### config.mk
export PLATFORM = sky130hd
export DESIGN_NAME = fifo_wr_arbiter
export DESIGN_NICKNAME = d
export VERILOG_FILES = /design/src/rtl/fwa_pkg.sv /design/src/rtl/fwa_rr_pick.sv /design/src/rtl/fifo_wr_arbiter.sv
export SDC_FILE = /design/constraint.sdc
export NUM_CORES = 1
export LEC_CHECK = 0
export ABC_AREA = 0
export CAP_MARGIN = 20
export CORE_UTILIZATION = 30
export CTS_CLUSTER_SIZE = 10
export DETAILED_ROUTE_END_ITERATION = 8
export DONT_BUFFER_PORTS = 1
export HOLD_SLACK_MARGIN = 0.02
export PLACE_DENSITY = 0.5
export SYNTH_ARGS = -nofsm -noshare
export SYNTH_HDL_FRONTEND = slang
export SYNTH_HIERARCHICAL = 1
export SYNTH_SLANG_ARGS = --single-unit
### constraint.sdc
create_clock -name wr_clk -period 6.4 [get_ports wr_clk]
set_clock_uncertainty 0.2 [all_clocks]
set_input_delay 1.28 -clock wr_clk [delete_from_list [all_inputs] [get_ports wr_clk]]
set_output_delay 1.28 -clock wr_clk [all_outputs]
set_load 0.01 [all_outputs]
### src/rtl/fwa_pkg.sv
// ---------------------------------------------------------------------------
// fwa_pkg
// Shared definitions for the FIFO write-side arbiter (fifo_wr_arbiter).
//   fwa_state_t     : FSM state encoding (IDLE / BURST / GAP).
//   FWA_MAX_REQ     : widest requester vector the picker function handles.
//   onehot_rr_pick  : round-robin search over an eligibility vector,
//                     upward from rr_ptr with wrap at nreq, one-hot result.
// ---------------------------------------------------------------------------
package fwa_pkg;

  typedef enum logic [1:0] {
    IDLE  = 2'd0,
    BURST = 2'd1,
    GAP   = 2'd2
  } fwa_state_t;

  localparam int FWA_MAX_REQ = 8;

  // Works on a fixed 8-bit vector so the package stays parameter-free;
  // callers zero-extend their eligibility vector and pass the real count.
  function automatic logic [FWA_MAX_REQ-1:0] onehot_rr_pick(
    input logic [FWA_MAX_REQ-1:0] eligible,
    input logic [2:0]             rr_ptr,
    input int                     nreq
  );
    logic [FWA_MAX_REQ-1:0] pick;
    logic                   found;
    int                     idx;
    logic [2:0]             idx3;
    pick  = '0;
    found = 1'b0;
    for (int k = 0; k < FWA_MAX_REQ; k++) begin
      idx  = (int'(rr_ptr) + k) % nreq;
      idx3 = 3'(idx);
      if ((k < nreq) && !found && eligible[idx3]) begin
        pick[idx3] = 1'b1;
        found      = 1'b1;
      end
    end
    return pick;
  endfunction

endpackage

### src/rtl/fwa_rr_pick.sv
// ---------------------------------------------------------------------------
// fwa_rr_pick
// Combinational round-robin picker.
//   eligible [NREQ] : requesters that may be granted this cycle.
//   rr_ptr   [PW]   : index where the search starts (wraps at NREQ).
//   pick     [NREQ] : one-hot winner, all-zero when nothing is eligible.
// ---------------------------------------------------------------------------
module fwa_rr_pick
  import fwa_pkg::*;
#(
  parameter int NREQ = 4,
  parameter int PW   = 2
) (
  input  logic [NREQ-1:0] eligible,
  input  logic [PW-1:0]   rr_ptr,
  output logic [NREQ-1:0] pick
);

  logic [FWA_MAX_REQ-1:0] elig8;
  logic [FWA_MAX_REQ-1:0] pick8;
  logic                   unused_pick_hi;

  always_comb begin
    elig8             = '0;
    elig8[NREQ-1:0]   = eligible;
  end

  assign pick8 = onehot_rr_pick(elig8, 3'(rr_ptr), NREQ);
  assign pick  = pick8[NREQ-1:0];

  // Bits above NREQ are always zero; folded here only to keep them referenced.
  assign unused_pick_hi = ^pick8;

endmodule

### src/rtl/fifo_wr_arbiter.sv
// ---------------------------------------------------------------------------
// fifo_wr_arbiter
// Shares one async-FIFO write port among NREQ requesters. A burst is granted
// only when the FIFO has room for all of it, is streamed with fifo_wr_en held
// high, and is always followed by one wr_en-low cycle so the FIFO publishes
// its write pointer once per burst.
//
// Ports:
//   wr_clk, wr_rst_n   write clock, asynchronous active-low reset
//   req        [NREQ]        level request per requester
//   req_len    [NREQ*LENW]   burst length, requester i at [i*LENW +: LENW]
//   req_data   [NREQ*WIDTH]  current beat, requester i at [i*WIDTH +: WIDTH]
//   grant      [NREQ]        one-hot, held for the whole burst (incl. gap)
//   data_rd    [NREQ]        one-hot beat-accept strobe
//   fifo_wr_en, fifo_data    to FIFO write side
//   fifo_usedw [PTRWIDTH+1], fifo_full   from FIFO write side
//   busy                     high whenever not IDLE
//
// Build option: define FWA_STRICT_PRIO_EN for fixed priority (lowest index
// wins, no round-robin pointer); otherwise round-robin.
// ---------------------------------------------------------------------------
module fifo_wr_arbiter
  import fwa_pkg::*;
#(
  parameter int NREQ     = 4,
  parameter int WIDTH    = 8,
  parameter int PTRWIDTH = 4
) (
  input  logic                             wr_clk,
  input  logic                             wr_rst_n,
  input  logic [NREQ-1:0]                  req,
  input  logic [NREQ*(PTRWIDTH+1)-1:0]     req_len,
  input  logic [NREQ*WIDTH-1:0]            req_data,
  output logic [NREQ-1:0]                  grant,
  output logic [NREQ-1:0]                  data_rd,
  output logic                             fifo_wr_en,
  output logic [WIDTH-1:0]                 fifo_data,
  input  logic [PTRWIDTH:0]                fifo_usedw,
  input  logic                             fifo_full,
  output logic                             busy
);

  localparam int LENW  = PTRWIDTH + 1;
  localparam int DEPTH = 2 ** PTRWIDTH;
  localparam int PW    = (NREQ > 1) ? $clog2(NREQ) : 1;

  fwa_state_t        state;
  logic [LENW-1:0]   beat_cnt;
  logic [LENW-1:0]   free;
  logic [NREQ-1:0]   eligible;
  logic [NREQ-1:0]   pick;
  logic [LENW-1:0]   pick_len;
  logic [PW-1:0]     pick_ptr;

  // A stale usedw can only be higher than the true value, so this space
  // estimate errs on the safe side.
  assign free = LENW'(DEPTH) - fifo_usedw;

  always_comb begin
    eligible = '0;
    for (int i = 0; i < NREQ; i++) begin
      eligible[i] = req[i] && (req_len[i*LENW +: LENW] != '0) &&
                    (req_len[i*LENW +: LENW] <= free);
    end
  end

`ifdef FWA_STRICT_PRIO_EN
  assign pick_ptr = '0;
`else
  logic [PW-1:0] rr_ptr;
  logic [PW-1:0] pick_idx;
  logic [PW-1:0] next_rr;

  assign pick_ptr = rr_ptr;

  always_comb begin
    pick_idx = '0;
    for (int i = 0; i < NREQ; i++) begin
      if (pick[i]) pick_idx = PW'(i);
    end
  end

  assign next_rr = (pick_idx == PW'(NREQ - 1)) ? '0 : pick_idx + 1'b1;
`endif

  fwa_rr_pick #(
    .NREQ (NREQ),
    .PW   (PW)
  ) u_pick (
    .eligible (eligible),
    .rr_ptr   (pick_ptr),
    .pick     (pick)
  );

  always_comb begin
    pick_len = '0;
    for (int i = 0; i < NREQ; i++) begin
      if (pick[i]) pick_len = req_len[i*LENW +: LENW];
    end
  end

  // Write strobe follows fifo_full directly so a full FIFO stalls the burst
  // in the same cycle; grant is registered, so the data mux is glitch-free.
  assign fifo_wr_en = (state == BURST) && !fifo_full;
  assign data_rd    = grant & {NREQ{fifo_wr_en}};
  assign busy       = (state != IDLE);

  always_comb begin
    fifo_data = '0;
    for (int i = 0; i < NREQ; i++) begin
      if (grant[i]) fifo_data = req_data[i*WIDTH +: WIDTH];
    end
  end

  always_ff @(posedge wr_clk or negedge wr_rst_n) begin
    if (!wr_rst_n) begin
      state    <= IDLE;
      grant    <= '0;
      beat_cnt <= '0;
`ifndef FWA_STRICT_PRIO_EN
      rr_ptr   <= '0;
`endif
    end else begin
      case (state)
        IDLE: begin
          if (|pick) begin
            state    <= BURST;
            grant    <= pick;
            beat_cnt <= pick_len;
`ifndef FWA_STRICT_PRIO_EN
            rr_ptr   <= next_rr;
`endif
          end
        end
        BURST: begin
          // Length was latched at grant; req/len changes are ignored here.
          if (fifo_wr_en) begin
            beat_cnt <= beat_cnt - 1'b1;
            if (beat_cnt == LENW'(1)) state <= GAP;
          end
        end
        GAP: begin
          state <= IDLE;
          grant <= '0;
        end
        default: begin
          state <= IDLE;
          grant <= '0;
        end
      endcase
    end
  end

endmodule

Word level (Yosys, flattened, before mapping)

Cells that the tools add are included.

Register bits: 13
Input port bits: 64
Output and inout bits: 18
Word-level logic and storage cells: 115

Add/sub/neg operators: 6
Order comparisons: 12
Equality and inequality tests: 6
Muxes and demuxes: 44
Bitwise logic cells: 8
Reduce and logical (&&, ||, !) cells: 35

Operators by type and width:

| kind                  | count |
|---|---|
| $mux W8               | 4 |
| $mux W5               | 6 |
| $le A5 B5 Y1          | 4 |
| $mux W4               | 5 |
| $reduce_bool A5 Y1    | 4 |
| $logic_and A1 B1 Y1   | 16 |
| $lt A3 B4 Y1 const B  | 3 |
| $mux W1               | 12 |
| $mux W2               | 6 |
| $or A4 B4 Y4          | 3 |
| $pmux W5 S2           | 1 |
| $bmux W1 S3           | 3 |
| $demux W1 S3          | 3 |
| $ge A3 B1 Y1 const B  | 3 |
| $pmux W4 S2           | 1 |
| $reduce_and A3 Y1     | 2 |
| $reduce_or A2 Y1      | 3 |
| $eq A5 B1 Y1 const B  | 1 |
| $sub A5 B1 Y5 const B | 1 |
| $sub A5 B5 Y5 const A | 1 |
| $add A2 B1 Y2 const B | 2 |
| $add A2 B2 Y2 const B | 2 |
| $and A4 B4 Y4         | 1 |
| $logic_not A1 Y1      | 4 |
| 15 further kinds      | 20 |

Logic depth before layout (Yosys ltp)

Gate-level depths: netlist of the first run.

Depth in word-level cells: 21
Depth in mapped cells: 18
Gate-level depth less buffers: 16

Hierarchy

Netlist of the first run, hierarchy kept.

Modules (own cells, without submodules):

| module          | times used | cells an instance | area each (um^2) | seq. area each (um^2) |
|---|---|---|---|---|
| fifo_wr_arbiter | 1          | 209               | 1574.0           | 325.3 |
| fwa_rr_pick     | 1          | 36                | 337.8            | 0.0 |

Least setup slack after synthesis of the first run

OpenSTA, ideal clock, no wires.

Kind: input to register
Start: input fifo_usedw[0]
End: register beat_cnt[1]
Setup time: 0.121 ns
Arrival time: 4.631 ns
Required time: 6.079 ns
Slack: 1.448 ns
Stages: 17
Buffers on the path: 1
Cells stage by stage: inv_1 ha_1 xor2_1 ha_1 nand3_1 o21ai_0 o31ai_1 a31oi_1 mux4_2 buf_6 a21oi_1 a21o_2 o211ai_1 or4_4 a21oi_4 a21oi_1 a22o_1

Cells in the longest elaborated chain, start to end: 21
Elaborated cells on any way between the ends: 42
Those cells by class: add/sub: 1; order compare: 4; eq/ne: 1; mux: 21; bitwise: 3; reduce/logical: 12

Ends and longest elaborated chain:

| item                          | RTL line               | text |
|---|---|---|
| start, declared               | fifo_wr_arbiter.sv:38  | `input logic [PTRWIDTH:0] fifo_usedw,` |
| $sub A5 B5 Y5 *               | fifo_wr_arbiter.sv:57  | `assign free = LENW'(DEPTH) - fifo_usedw;` |
| $le A5 B5 Y1 *                | fifo_wr_arbiter.sv:63  | `(req_len[i*LENW +: LENW] <= free);` |
| $logic_and A1 B1 Y1 *         | fifo_wr_arbiter.sv:62  | `eligible[i] = req[i] && (req_len[i*LENW +: LENW] != '0) &&` |
| via eligible[0]               | fifo_wr_arbiter.sv:50  | `logic [NREQ-1:0] eligible;` |
| $bmux W1 S2                   | fwa_pkg.sv:35          | `if ((k < nreq) && !found && eligible[idx3]) begin` |
| $mux W1 (not written as such) | fwa_pkg.sv:35          |  |
| $mux W1                       | fwa_pkg.sv:35          |  |
| $logic_not A1 Y1              | fwa_pkg.sv:35          |  |
| (+4 left out)                 | --                     |  |
| $mux W1                       | fwa_pkg.sv:35          |  |
| $logic_not A1 Y1              | fwa_pkg.sv:35          |  |
| $logic_and A1 B1 Y1           | fwa_pkg.sv:35          |  |
| $mux W4 *                     | fwa_pkg.sv:35          |  |
| via pick[0]                   | fifo_wr_arbiter.sv:51  | `logic [NREQ-1:0] pick;` |
| $mux W5 (4 in series)         | fifo_wr_arbiter.sv:98  | `if (pick[i]) pick_len = req_len[i*LENW +: LENW];` |
| $mux W5                       | fifo_wr_arbiter.sv:126 | `if (\|pick) begin` |
| $pmux W5 S2                   | fifo_wr_arbiter.sv:124 | `case (state)` |
| end signal, assigned          | fifo_wr_arbiter.sv:129 | `beat_cnt <= pick_len;` |
| end signal, assigned          | fifo_wr_arbiter.sv:138 | `beat_cnt <= beat_cnt - 1'b1;` |
| end, declared                 | fifo_wr_arbiter.sv:48  | `logic [LENW-1:0] beat_cnt;` |

Mark *: on every way through the listed nets, which the timed path passes. The rest lies on a longest branch. The select of a mux whose other input is x is not followed.
A chain may end at the register's enable or synchronous reset.

Worst setup path in the final report of the first run

Start: input fifo_usedw[0]
End: register beat_cnt[4]

Elaborated cells on any way between the ends: 42
Those cells by class: add/sub: 1; order compare: 4; eq/ne: 1; mux: 21; bitwise: 3; reduce/logical: 12

RTL lines:

| item                          | RTL line |
|---|---|
| $sub A5 B5 Y5 *               | fifo_wr_arbiter.sv:57 |
| $le A5 B5 Y1 *                | fifo_wr_arbiter.sv:63 |
| $logic_and A1 B1 Y1 *         | fifo_wr_arbiter.sv:62 |
| via eligible[3]               | fifo_wr_arbiter.sv:50 |
| $bmux W1 S2                   | fwa_pkg.sv:35 |
| $mux W1 (not written as such) | fwa_pkg.sv:35 |
| $mux W1                       | fwa_pkg.sv:35 |
| $logic_not A1 Y1              | fwa_pkg.sv:35 |
| (+4 left out)                 | -- |
| $mux W1                       | fwa_pkg.sv:35 |
| $logic_not A1 Y1              | fwa_pkg.sv:35 |
| $logic_and A1 B1 Y1           | fwa_pkg.sv:35 |
| $mux W4 *                     | fwa_pkg.sv:35 |
| via pick[2]                   | fifo_wr_arbiter.sv:51 |
| $mux W5 (2 in series)         | fifo_wr_arbiter.sv:98 |
| $mux W5                       | fifo_wr_arbiter.sv:126 |
| $pmux W5 S2                   | fifo_wr_arbiter.sv:124 |

Marked as above.

==> results.cfg, run 1 <==
[timing]
hold_viol = 0
maxSlewViolCount = 0
timing.fmax_ghz = 0.190
rsz0062_at_grt = no
fin_crit_ps = 5250
worst_slew_pin_slew_ps = 934
setup_viol = 0
fin_ws_ps = 1150
finalSetupTns_ps = 0
post-route-period-util_pct = 82.1
maxSlewHeadroom_pct = 37.4

[placed_design]
pre_cts_slack_ps = 850
port_buffers = 0
dp_hpwl_microns = 3960
gp_congestion = 0.849

[floorplan]
core_area_sq_um = 6030
start_util_pct = 31.7
die_area_sq_um = 6700
die_x_microns = 81.8
die_y_microns = 81.8
io_pins = 82
rows = 28

[critical_path]
required_ps = 6380
critPathMaxFanout = 14
crit_path_end = beat_cnt[4]
r2r-end = beat_cnt[1]
start_kind = input pin
r2r_slack_ps = 2810
worst_ep_arrival_time_ps = 5230
r2r_start = pick_ptr[0]
ff2ff_path_depth = 10
critPathKind = in -> reg
startpoint = fifo_usedw[0]
endpoint_kind = flop

[clocking]
insertion_delay_ps = 250
cts_tree = done
clkTransAtPathRegs_ps = 60
clock-sinks = 13
cts_buffers = 3
root_buffer = clkbuf_8
ctsResizeCount = 0
ctsHtreeMaxLevel = 1
clockBufferDepth = 2
postCtsSetupBuffers = 0
cts_hold_buf = 0

[power]
power_density_nw_per_um2 = 434
p_leak_nw = 0.842
p_total_w = 0.000875
ir_drop_uv = 153

[grt]
grt_usage_pct = 15.2
grt_max_degree = 20
grt_overflow = 0
grt_pass1_wl_microns = 7860
grt_antenna_before_repair = 0
first_global_vias = 1650

[layout]
antenna_cells = 0
syn_to_final_growth_pct = 5.50
final_util_pct = 33.5
seq_area_sq_um = 325
multi_input_area_sq_um = 1440
drive_above_1_share_pct = 7.47
fin_nets = 327
fillers = 655

[logic_synthesis]
netlist_instances = 245
synth_area_leaders = dfrtp_1 (17%), ha_1 (14%), inv_1 (5.5%)
synthArstFlopShare_pct = 100
synth_top_area_cell = dfrtp_1
ys_ff_latch = 13
synth_top_area_share_pct = 17.0
synth_cell_type_count = 41
ys_seq_area_share_pct = 17.0
synth_nets = 330
syn_avg_cell_area_sq_um = 7.80
syn-cell-area_sq_um = 1910
yosysWarnings = 6
synth_edf_count = 0
synth_top_flop_cell = dfrtp_1

[run_status]
outcome = finished clean

[detailed_routing]
vias_per_cell = 5.72
vias = 1808
wl_microns = 4980
drc_errors = 0
drt_first_pass_iters = 4
first_iter_violations = 60
wl_per_cell_microns = 15.8
antenna_left = 0

[hold_path]
holdCritPathClass = reg -> reg
hold-path-cell-count = 1

[run]
drv_cap = 0
cells by family (layout without fill, tap and decap cells):
logic type	after synthesis	in the layout	share of synthesized area [%]
compound gates	96	96	34.1
xor+xnor	3	3	1.37
fa+ha+maj	21	21	13.7
buf+inv	37	33	7.66
flops	13	13	17.0
mux	4	4	5.10
simple gates	71	71	21.0
cells in the mapped netlist (5+ instances only):
master and number:
nor2b_1 10, a22o_1 5, o211ai_1 5, a211oi_1 5
nand3_1 6, nand2_1 20, o21ai_0 19, inv_1 28
a221oi_1 8, nor2_1 8, clkbuf_1 8, a21oi_1 20
a21o_1 5, ha_1 21, o31ai_1 12, dfrtp_1 13
metrics by stage:
step	std cells	hold slack, ps	cell area [sq um]
3_5_place_dp	312	336	1970
3_3_place_gp	312	339	1970
5_1_grt	316	370	2020
2_1_floorplan	245	292	1910
6_report	316	345	2020
4_1_cts	316	348	2020
worst max-delay path: stages:
cell and delay, ps:
inv_1 20, ha_1 200, xor2_1 320, ha_1 310
nand3_1 80, o21ai_0 100, o31ai_1 210, a31oi_1 180
mux4_2 630, nor2_1 140, nand2_1 100, o211ai_1 760
or4_4 290, a21oi_4 90, or3_1 380, a21oi_1 120
per-layer routing:
layer,global-route usage (%),vias to the layer above,share of wire (%)
li1,-,910,-
met1,18.8,844,44
met2,26.8,50,49
met3,3.89,4,6.1
met4,2.11,0,0.60
met5,0,-,0
worst min path at each step:
| stage | to | startpoint |
|---|---|---|
| floorplan | beat_cnt[3] | beat_cnt[3] |
| global placement | beat_cnt[2] | beat_cnt[2] |
| detailed placement | beat_cnt[2] | beat_cnt[2] |
| CTS | beat_cnt[2] | beat_cnt[2] |
| global route | beat_cnt[2] | beat_cnt[2] |
| finish | beat_cnt[2] | beat_cnt[2] |
where the power goes:
group          internal [W]   total, W  switching, W
Sequential         0.000119   0.000196     0.0000771
Clock             0.0000439  0.0000733     0.0000293
Combinational      0.000262   0.000606      0.000344
Total              0.000424   0.000875      0.000451
flip-flops by register name, indices dropped and copies added, names as in the netlist:
register and cells:
pick_ptr 2, state 2, grant 4, beat_cnt 5
layout make-up:
type                       count  share of cell area [%]
clock buffer                   4                    2.23
inverter                      28                    5.21
multi-input combinational    195                    71.4
sequential                    13                    16.1
tap                           75                    4.65
timing repair buffer           1                   0.372
cell usage in the layout, fill, tap and decap left out, drive strengths merged:
cell type / synthesis / final
and2: 4 / 4
or3: 1 / 1
o21ai: 20 / 20
nor4b: 1 / 1
xor2: 1 / 1
a221o: 2 / 2
nand3: 6 / 6
a32oi: 1 / 1
nand3b: 4 / 4
mux4: 4 / 4
nor3b: 2 / 2
a21o: 9 / 9
nand2b: 2 / 2
ha: 21 / 21
o22a: 1 / 1
or4: 5 / 5
o211ai: 5 / 5
nand2: 20 / 20
dfrtp: 13 / 13
nor3: 4 / 4
a22o: 5 / 5
xnor2: 2 / 2
a22oi: 2 / 2
clkbuf: 8 / 4
o31ai: 12 / 12
buf: 1 / 1
nor2: 8 / 8
o22ai: 1 / 1
a211oi: 5 / 5
nor2b: 10 / 10
a31oi: 4 / 4
a221oi: 8 / 8
or2: 4 / 4
inv: 28 / 28
a21oi: 21 / 21
Power figures use the tool's default switching activity.
==> run 2: changes to the inputs <==
clock period = 5.2 ns   (was 6.4 ns; I/O delays follow)
==> results.cfg, run 2 (synthesis gave the netlist of run 1 again) <==
[run_status]
outcome = finished clean

[timing]
maxSlewHeadroom_pct = 53.6
setup_viol = 0
worst_slew_pin_slew_ps = 694
fin_crit_ps = 4760
hold_viol = 0
post-route-period-util_pct = 91.6
finalSetupTns_ps = 0
fin_ws_ps = 437
rsz0062_at_grt = no
maxSlewViolCount = 0
timing.fmax_ghz = 0.210

[layout]
largest_register = beat_cnt
antenna_cells = 0
drive_above_1_share_pct = 8.98
layout_commonest_cell = inv_1
reg_top3 = beat_cnt (5), grant (4)
final_cell_mix = inv_1 (28), ha_1 (21), nand2_1 (20), a21oi_1 (20), o21ai_0 (19)
fin_nets = 331
largest_register_ffs = 5
syn_to_final_growth_pct = 7.07

[hold_path]
holdCritPathClass = in -> async

[detailed_routing]
wl_met2_microns = 2400
route.layer.met1.wl_microns = 2200
wl_microns = 4920
drc_errors = 0
vias_per_cell = 5.72
drt_first_pass_iters = 4
wl_per_cell_microns = 15.4
antenna_left = 0
first_iter_violations = 48
wl_met3_microns = 308
vias = 1830
topRoutingLayerUsed = met4

[critical_path]
critPathMaxFanout = 10
endpoint_kind = flop
startpoint = fifo_usedw[0]
critPathKind = in -> reg
ff2ff_path_depth = 10
worst_ep_arrival_time_ps = 4750
required_ps = 5190
r2r_start = pick_ptr[0]
start_kind = input pin

[clocking]
ctsResizeCount = 0
cts_tree = done
clkTransAtPathRegs_ps = 60
root_buffer = clkbuf_8
cts_buffers = 3
ctsHtreeMaxLevel = 1
postCtsSetupBuffers = 0
clock-sinks = 13
clockBufferDepth = 2
insertion_delay_ps = 240
cts_hold_buf = 0

[power]
ir_drop_uv = 177
power_density_nw_per_um2 = 538
p_leak_nw = 0.862

[floorplan]
rows = 28
start_util_pct = 31.7
die_x_microns = 81.8
core_area_sq_um = 6030
die_y_microns = 81.8
die_area_sq_um = 6700
io_pins = 82

[placed_design]
gp_congestion = 0.833
dp_hpwl_microns = 3950
pre_cts_slack_ps = 177
port_buffers = 0

[grt]
grt_pass1_wl_microns = 7560
grt_overflow = 0
grt_antenna_before_repair = 0
grt_usage_pct = 14.7
first_global_vias = 1630
grt_max_degree = 20

[run]
drv_cap = 0
-- run 2: cell type report --
cell class | instances | area (sq um)
repair buffers | 5 | 37.5
multi-input cells | 195 | 1440
inverters | 28 | 105
flip-flops and latches | 13 | 325
clock buffers | 4 | 45.0
fillers | 653 | 3980
well taps | 75 | 93.8
-- run 2: through the flow --
step / cells / util [%] / area [sq um] / total power, W / hold slack [ps]
final: 320 / 34.0 / 2050 / 0.00110 / 287
after global routing: 320 / 34.0 / 2050 / 0.00123 / 268
after CTS: 320 / 34.0 / 2050 / 0.00111 / 281
after detailed placement: 316 / 33.2 / 2000 / 0.00102 / 327
after global placement: 316 / 33.2 / 2000 / 0.00102 / 320
after floorplan: 245 / - / 1910 / 0.000854 / 292
-- run 2: final timing paths --
check | end | slack [ps]
max | beat_cnt[2] | 440
min | beat_cnt[2] | 290
max reg2reg | beat_cnt[1] | 1900
min reg2reg | beat_cnt[3] | 350
max in group asynchronous | grant[2] | 4440
min in group wr_clk | beat_cnt[3] | 350
-- run 2: critical path: stages --
cell and delay [ps]:
inv_1 20, ha_1 200, xor2_1 330, ha_1 320, nand3_1 80, o21ai_0 90
o31ai_1 210, a31oi_1 190, mux4_2 630, nor4b_4 390, nand2_1 90, o211ai_1 220
buf_4 250, a21oi_1 60, a221o_1 320, a32oi_1 150, o22a_1 140
-- run 2: power breakdown --
group	internal [W]	leakage (nW)	switching (W)
Sequential	0.000146	0.157	0.0000931
Clock	0.0000541	0.0228	0.0000358
Combinational	0.000345	0.683	0.000428
-- run 2: metal layers --
metal,vias to the layer above,track usage (%)
met5,-,0
met2,56,25.9
met3,2,3.89
met4,0,1.93
met1,854,18.1
li1,918,-
==> run 3: changes to the inputs <==
--- a/config.mk
+++ b/config.mk
@@ -8,4 +8,6 @@
 export ABC_AREA = 0
 export CAP_MARGIN = 20
+export CELL_PAD_IN_SITES_DETAIL_PLACEMENT = 0
+export CELL_PAD_IN_SITES_GLOBAL_PLACEMENT = 1
 export CORE_UTILIZATION = 30
 export CTS_CLUSTER_SIZE = 10
@@ -13,5 +15,5 @@
 export DONT_BUFFER_PORTS = 1
 export HOLD_SLACK_MARGIN = 0.02
-export PLACE_DENSITY = 0.5
+export PLACE_DENSITY = 0.63
 export SYNTH_ARGS = -nofsm -noshare
 export SYNTH_HDL_FRONTEND = slang
==> constraint.sdc (replaced) <==
create_clock -name wr_clk -period 5.2 [get_ports wr_clk]
set_clock_uncertainty 0.2 [all_clocks]
set_input_delay 0.26 -clock wr_clk [delete_from_list [all_inputs] [get_ports wr_clk]]
set_output_delay 0.26 -clock wr_clk [all_outputs]
set_load 0.01 [all_outputs]
==> results.cfg, run 3 (synthesis gave the netlist of run 1 again) <==
[run_status]
outcome = finished clean

[grt]
grt_usage_pct = 15.4
grt_antenna_before_repair = 0
grt_max_degree = 20
grt_overflow = 0
grt_pass1_wl_microns = 7820
first_global_vias = 1584

[detailed_routing]
first_iter_violations = 67
drc_errors = 0
antenna_left = 0
wl_microns = 5160
vias_per_cell = 5.59
wl_per_cell_microns = 16.2
vias = 1782
drt_first_pass_iters = 4

[timing]
maxSlewViolCount = 0
hold_viol = 0
rsz0062_at_grt = no
post-route-period-util_pct = 81.7
setup_viol = 0
timing.fmax_ghz = 0.235
fin_crit_ps = 4250
maxSlewHeadroom_pct = 40.9
worst_slew_pin_slew_ps = 883
finalSetupTns_ps = 0

[critical_path]
critPathKind = in -> reg
critPathMaxFanout = 14
critical-path-top-delay-family = compound AO/OA/AOI/OAI gates
required_ps = 5170
cpMostUsedCell = ha_1
endpoint_kind = flop
ff2ff_path_depth = 10
slowest_delay_ps = 730
crit_chain = inv_1, ha_1, xor2_1, ha_1, nand3_1, o21ai_0, o31ai_1, a31oi_1, mux4_2, nor2_1, nand2_1, o211ai_1, or4_4, a21oi_4, or3_1, a21oi_1
cp.depth = 16
critPathSlowestCell = o211ai_1
worst_ep_arrival_time_ps = 4220
crit_buf_inv = 1
start_kind = input pin

[power]
p_leak_nw = 0.856
ir_drop_uv = 193
power_density_nw_per_um2 = 537

[floorplan]
rows = 28
start_util_pct = 31.7
die_x_microns = 81.8
io_pins = 82
core_area_sq_um = 6030
die_y_microns = 81.8
die_area_sq_um = 6700

[clocking]
root_buffer = clkbuf_8
cts_buffers = 3
insertion_delay_ps = 240
clkTransAtPathRegs_ps = 60
postCtsSetupBuffers = 0
ctsHtreeMaxLevel = 1
cts_tree = done
clock-sinks = 13
clockBufferDepth = 2

[layout]
final_util_pct = 33.9
fin_nets = 330
syn_to_final_growth_pct = 6.94
largest_register = beat_cnt
layout_commonest_cell = inv_1
antenna_cells = 0
largest_register_ffs = 5
drive_above_1_share_pct = 7.79
final_cell_mix = inv_1 (28), ha_1 (21), nand2_1 (20), a21oi_1 (20), o21ai_0 (19)
reg_top3 = beat_cnt (5), grant (4)

[placed_design]
gp_congestion = 0.750
port_buffers = 0
dp_hpwl_microns = 4130

[hold_path]
holdCritPathClass = in -> reg
hold-path-cell-count = 2

[run]
drv_cap = 0
==> run 3: changes by cell type in the layout (fill, tap and decap cells not counted) <==
cell           previous run  this run
dlygate4sd3_1             0         2
buf_4                     5         2
==> run 3: worst paths after layout <==
kind | from | end | slack (ps)
max in group asynchronous | wr_rst_n | grant[3] | 4120
setup reg to reg | pick_ptr[0] | beat_cnt[4] | 1620
setup / recovery | fifo_usedw[0] | beat_cnt[4] | 950
hold / removal | req_len[19] | beat_cnt[4] | 20
hold reg to reg | beat_cnt[3] | beat_cnt[3] | 340
min in group asynchronous | wr_rst_n | state[1] | 270
==> run 3: what timing repair did <==
action                    CTS  global route
gates resized for setup     0             0
hold buffers                2             0
hold endpoints to repair   15             0
==> run 3: worst register-to-register path, delay by kind of cell (launching register included) <==
family / cells / cell delay (ps)
compound gates: 3 / 940
simple gates: 4 / 930
flops: 1 / 560
mux: 1 / 380
fa+ha+maj: 1 / 340
buf+inv: 1 / 150
==> run 3: metrics by stage <==
stage | area, sq um | hold slack (ps) | total power, W | setup WS [ps] | instances
5_1_grt | 2040 | 38.3 | 0.00121 | 551 | 319
4_1_cts | 2040 | 29.1 | 0.00110 | 977 | 319
6_report | 2040 | 18.6 | 0.00110 | 952 | 319
3_5_place_dp | 1980 | -235 | 0.00100 | 727 | 313
3_3_place_gp | 1980 | -235 | 0.00101 | 796 | 313
2_1_floorplan | 1910 | -236 | 0.000854 | 1270 | 245
==> run 3: power breakdown <==
part	leakage, nW	internal (W)	switching [W]
Sequential	0.157	0.000146	0.0000944
Clock	0.0228	0.0000542	0.0000365
Combinational	0.676	0.000330	0.000437
Total	0.856	0.000530	0.000568
==> run 3: layout make-up <==
class,count,area [sq um]
inverter,28,105
timing repair buffer,4,35.0
fill,653,3980
multi-input combinational,195,1440
tap,75,93.8
clock buffer,4,45.0
sequential,13,325
==> run 3: layer usage <==
layer  vias up  wire (microns)  global-route usage [%]  part of all wire (%)
li1        913               -                       -                     -
met1       817            2390                    20.1                    46
met2        47            2480                    26.2                    48
met3         5             259                    3.44                   5.0
met4         0              22                    2.11                  0.43
met5         -               0                       0                     0
